[config.mk]
export PLATFORM = sky130hd
export DESIGN_NAME = multicycle_ctrl
export DESIGN_NICKNAME = d
export VERILOG_FILES = /design/src/rtl/multicycle_ctrl.sv
export SDC_FILE = /design/constraint.sdc
export NUM_CORES = 1
export LEC_CHECK = 0
export CAP_MARGIN = 0
export CORE_AREA = 2 2 52 58
export CTS_BUF_LIST = sky130_fd_sc_hd__clkbuf_8 sky130_fd_sc_hd__clkbuf_16
export CTS_CLUSTER_DIAMETER = 40
export DETAILED_ROUTE_END_ITERATION = 12
export DIE_AREA = 0 0 54 60
export DONT_BUFFER_PORTS = 1
export GPL_ROUTABILITY_DRIVEN = 0
export PLACE_DENSITY = 0.74
export SYNTH_ARGS = -nofsm -noshare
export SYNTH_HDL_FRONTEND = slang
export SYNTH_SLANG_ARGS = --single-unit
export TNS_END_PERCENT = 50
[constraint.sdc]
create_clock -name clk -period 1.83 [get_ports clk]
set_input_delay 0.183 -clock clk [delete_from_list [all_inputs] [get_ports clk]]
set_output_delay 0.183 -clock clk [all_outputs]
set_load 0.005 [all_outputs]
[src/rtl/multicycle_ctrl.sv]
// Multicycle LEGv8 control: latches an opcode and sequences FETCH/DECODE/EXEC/MEM/WB with per-state strobes.
// Latency handshake->FETCH: CBZ 3, R-type 4, STUR 4+W, LDUR 5+W (W = MEM cycles with mem_ready low).
// Backpressure: instr_ready high only in FETCH; MEM holds its strobe until mem_ready. MULTICYCLE_CTRL_EXC_EN adds sticky EXC.
module multicycle_ctrl #(
   parameter int OP_WIDTH    = 11,
   parameter int ALUOP_WIDTH = 2,
   parameter int CNT_WIDTH   = 16
) (
   input  logic                   clk,
   input  logic                   reset,
   input  logic [OP_WIDTH-1:0]    Op,
   input  logic                   instr_valid,
   output logic                   instr_ready,
   input  logic                   mem_ready,
   output logic                   Reg2Loc,
   output logic                   ALUSrc,
   output logic                   MemtoReg,
   output logic                   RegWrite,
   output logic                   MemRead,
   output logic                   MemWrite,
   output logic                   Branch,
   output logic [ALUOP_WIDTH-1:0] ALUOp,
   output logic                   IRWrite,
   output logic [CNT_WIDTH-1:0]   retired,
   output logic [2:0]             state_o
`ifdef MULTICYCLE_CTRL_EXC_EN
   ,
   output logic                   exc
`endif
);

   localparam logic [2:0] FETCH  = 3'd0;
   localparam logic [2:0] DECODE = 3'd1;
   localparam logic [2:0] EXEC   = 3'd2;
   localparam logic [2:0] MEM    = 3'd3;
   localparam logic [2:0] WB     = 3'd4;
   localparam logic [2:0] EXC    = 3'd5;

   logic [2:0]  state;
   logic [2:0]  state_nxt;
   logic [10:0] op_q;
   logic        retire;
   logic        accept;
   logic        is_ldur, is_stur, is_cbz, is_rtype, op_valid;
   logic        dec_active;
   logic [1:0]  alu_op2;

   // Only the low 11 opcode bits participate in decode.
   assign is_ldur  = (op_q == 11'b11111000010);
   assign is_stur  = (op_q == 11'b11111000000);
   assign is_cbz   = (op_q[10:3] == 8'b10110100);
   assign is_rtype = (op_q == 11'b10001011000) || (op_q == 11'b11001011000) ||
                     (op_q == 11'b10001010000) || (op_q == 11'b10101010000);
   assign op_valid = is_ldur | is_stur | is_cbz | is_rtype;

   assign accept      = (state == FETCH) && instr_valid;
   assign instr_ready = (state == FETCH);
   assign state_o     = state;

   // Next-state sequencing and retire detection.
   always_comb begin
      state_nxt = FETCH;
      retire    = 1'b0;
      case (state)
         FETCH:  state_nxt = instr_valid ? DECODE : FETCH;
`ifdef MULTICYCLE_CTRL_EXC_EN
         DECODE: state_nxt = op_valid ? EXEC : EXC;
         EXC:    state_nxt = EXC;
`else
         DECODE: state_nxt = op_valid ? EXEC : FETCH;
`endif
         EXEC: begin
            if (is_cbz) begin
               state_nxt = FETCH;
               retire    = 1'b1;
            end else if (is_ldur || is_stur) begin
               state_nxt = MEM;
            end else begin
               state_nxt = WB;
            end
         end
         MEM: begin
            if (!mem_ready) begin
               state_nxt = MEM;
            end else if (is_ldur) begin
               state_nxt = WB;
            end else begin
               state_nxt = FETCH;
               retire    = 1'b1;
            end
         end
         WB: begin
            state_nxt = FETCH;
            retire    = 1'b1;
         end
         default: state_nxt = FETCH;
      endcase
   end

   // State, opcode latch and retired counter; reset aborts any in-flight instruction.
   always_ff @(posedge clk or negedge reset) begin
      if (!reset) begin
         state   <= FETCH;
         op_q    <= '0;
         retired <= '0;
      end else begin
         state <= state_nxt;
         if (accept) begin
            op_q <= Op[10:0];
         end
         if (retire) begin
            retired <= retired + CNT_WIDTH'(1);
         end
      end
   end

   // Decode-level controls are held from DECODE until the return to FETCH.
   always_comb begin
      dec_active = (state == DECODE) || (state == EXEC) || (state == MEM) || (state == WB);
      alu_op2    = 2'b00;
      if (is_rtype) begin
         alu_op2 = 2'b10;
      end else if (is_cbz) begin
         alu_op2 = 2'b01;
      end
      Reg2Loc  = dec_active && (is_stur || is_cbz);
      ALUSrc   = dec_active && (is_ldur || is_stur);
      MemtoReg = dec_active && is_ldur;
      ALUOp    = dec_active ? ALUOP_WIDTH'(alu_op2) : '0;
   end

   // Per-state strobes.
   always_comb begin
      IRWrite  = accept;
      Branch   = (state == EXEC) && is_cbz;
      MemRead  = (state == MEM) && is_ldur;
      MemWrite = (state == MEM) && is_stur;
      RegWrite = (state == WB);
   end

`ifdef MULTICYCLE_CTRL_EXC_EN
   assign exc = (state == EXC);
`endif

endmodule

==> results.py <==
metrics = {
    "floorplanning": {
        "die_x_um": 54,
        "die_y_um": 60,
        "start_util_pct": 57.41,
        "row_count": 20,
        "die-area_mm2": 0.003240,
        "core_region_area_mm2": 0.002703,
        "io_pins": 45,
    },
    "sta": {
        "finalSetupViolations": 0,
        "worst_slack_ns": 0.09643,
        "final_max_slew_viol_count": 0,
        "rsz0062_at_grt": "true",
        "worst_clock_skew_ns": 0.003723,
        "post-route-period-util_pct": 94.73,
        "tightest_slew_ns": 0.3402,
        "tns_ns": 0,
        "worst_slew_margin_rel_pct": 77.27,
        "fmax_mhz": 576.8,
        "fin_crit_ns": 1.734,
        "finalHoldViolCount": 0,
        "hold_slack_ns": 0.04946,
    },
    "clocking": {
        "cts_root_buf": "clkbuf_8",
        "postCtsSetupBuffers": 0,
        "htree_levels": 2,
        "cts_buffer_depth": 2,
        "cts.clk_slew.worst_paths_ns": 0.06,
        "cts_tree": "yes",
        "cts_buffers": 5,
        "clock_sinks": 30,
        "clkLatencyLatePin_ns": 0.27,
    },
    "global_routing": {
        "grt_first_pass_wirelength_um": 5043,
        "grt_pass1_vias": 1184,
        "antenna_found_initial": 0,
        "grt_use_total_pct": 22.06,
        "grt_max_degree": 31,
        "overflow": 0,
    },
    "place": {
        "place_area_mm2": 0.001679,
        "dpl_worst_slack_ns": 0.07436,
        "dp.cells": 180,
        "port_buffers": 0,
        "hpwlAfterDp_um": 2262,
    },
    "synthesis": {
        "ys_seq_area_share_pct": 48.39,
        "ys_async_sr_fraction_pct": 100.0,
        "synthDistinctLibCells": 41,
        "syn_area_per_cell_um2": 11.24,
        "synth_top_area_share_pct": 48.39,
        "ys.flop_type": "dfrtp_1",
        "synth_seq_cells": 30,
        "synth_edf_count": 0,
        "yosys.area.top_type": "dfrtp_1",
        "ys_warn_count": 0,
        "syn-instance-count": 138,
        "synth_area_mm2": 0.001551,
        "syn-num-nets": 154,
        "synth.area.top_cells": "dfrtp_1 48%, mux2_2 8.0%, xnor2_1 7.3%",
    },
    "pwr": {
        "p_leak_nw": 0.7516,
        "peakVddDrop_mv": 0.6159,
        "finalPower_mw": 1.432,
        "powerDensity_mw_per_mm2": 792.1,
    },
    "cells_and_area": {
        "diodes": 0,
        "utilization_pct": 66.90,
        "nets": 172,
        "layout_common_cells": "29 x dfrtp_1, 13 x xnor2_1, 12 x nand2_1, 12 x buf_4, 11 x mux2_2",
        "finalNonFillerCells": 189,
        "final_common_cell": "dfrtp_1",
        "final_cell_area_mm2": 0.001808,
        "drive_above_1_share_pct": 27.56,
        "synthToLayoutAreaGrowth_pct": 16.53,
    },
    "flow_run": {
        "maxCapViolCount": 0,
    },
    "detailed_routing": {
        "drc": 0,
        "postRouteAntennaNets": 0,
        "vias_per_cell": 5.825,
        "drtPass1Iterations": 4,
        "route.final.wire_length_um": 3024,
        "drt_iter0_markers": 17,
        "wl_per_cell_um": 16.00,
        "vias": 1101,
    },
    "critical_path": {
        "critPathRequiredTime_ns": 2.03,
        "critical_path.max_stage_delay_ns": 0.40,
        "critPathSlowestCell": "dfrtp_1",
        "reg2reg_from": "op_q[3]$_DFFE_PN0P_",
        "r2r_end": "state_o[1]$_DFF_PN0_",
        "path_cells": "buf_4 > o41ai_1 > nand4b_1 > o21a_1 > or3_1 > a21oi_1",
        "critPathLaunchType": "flop",
        "reg2reg_slack_ns": 0.1,
        "worstSetupPathType": "flop to flop",
        "path_max_fanout": 4,
        "worst_r2r_path_depth": 6,
        "critPathArrivalTime_ns": 1.93,
        "cp-end-kind": "flop",
    },
    "hold_path": {
        "hp-start": "Op[1]",
        "min_delay_path_depth": 2,
        "holdPathEnd": "op_q[1]$_DFFE_PN0P_",
        "hold_path.class": "input pin to flop",
    },
    "status": {
        "status": "finished clean",
    },
}
-- layer usage --
layer | up-vias | track usage [%] | share of wire (%)
met5 | - | 0 | 0
met4 | 0 | 11.79 | 1.8
met3 | 7 | 7.250 | 5.3
met2 | 36 | 35.71 | 51
met1 | 526 | 25.52 | 42
li1 | 532 | - | -
-- cell type report --
cell class	count	area, um2
Fill cell	205	894.6
Multi-Input combinational cell	100	775.7
Sequential cell	30	752.0
Timing Repair Buffer	16	151.4
Clock buffer	5	68.82
Tap cell	33	41.29
Inverter	3	11.26
Clock inverter	2	7.507
-- state kept, by name (all words and copies together) (netlist names) --
register	count
state_o	3
retired	16
op_q	11
-- synthesized netlist by cell type, drive strengths merged (2+ instances only) --
library cell,number
a21oi,3
and3,4
and4,2
buf,3
clkbuf,2
dfrtp,30
inv,3
mux2,11
nand2,12
nand2b,3
nand3,6
nand4,9
nor2,7
nor2b,2
nor3,4
nor3b,2
nor4b,2
o21ai,2
or3,2
xnor2,13
xor2,2
-- where the power goes --
part | total [mW] | internal [mW] | switching, mW
Sequential | 0.782 | 0.715 | 0.0672
Combinational | 0.185 | 0.105 | 0.0797
Clock | 0.465 | 0.249 | 0.215
Total | 1.43 | 1.07 | 0.362
-- critical path, delay by kind of cell, from the launching register on --
kind                   cells  cell delay [ns]
AND/OR/NAND/NOR            2             0.50
AO/OA/AOI/OAI              3             0.61
flip-flops                 1             0.40
buffers and inverters      1             0.16
-- how the worst max path moves through the flow --
stage,from,end,slack (ns),depth (start not counted)
after floorplan,state_o[1]$_DFF_PN0_,op_q[2]$_DFFE_PN0P_,0.08,5
after global placement,op_q[4]$_DFFE_PN0P_,retired[15]$_DFFE_PN0P_,0.11,6
after detailed placement,op_q[6]$_DFFE_PN0P_,retired[15]$_DFFE_PN0P_,0.07,6
after CTS,state_o[0]$_DFF_PN0_,IRWrite,0.02,5
after global routing,op_q[0]$_DFFE_PN0P_,MemWrite,-0.007,4
final,op_q[3]$_DFFE_PN0P_,state_o[1]$_DFF_PN0_,0.1,6
-- logic make-up after synthesis --
logic type	Yosys count	synth area share, %
and+or+nand+nor	59	23.63
DFF	30	48.39
xor gates and xnor gates	15	8.468
AOI/OAI and AO/OA	13	7.339
muxes	12	8.629
buffers and inverters	8	2.742
adders and majority gates	1	0.8063
-- repair_timing --
| action | 4_1_cts | 5_1_grt |
|---|---|---|
| endpoints found under the hold margin | 30 | 0 |
| setup endpoints to repair | 0 | 13 |
| hold buffers | 2 | 0 |
| gates resized for setup | 0 | 6 |
Note: power is estimated with default switching activity, not from simulation.
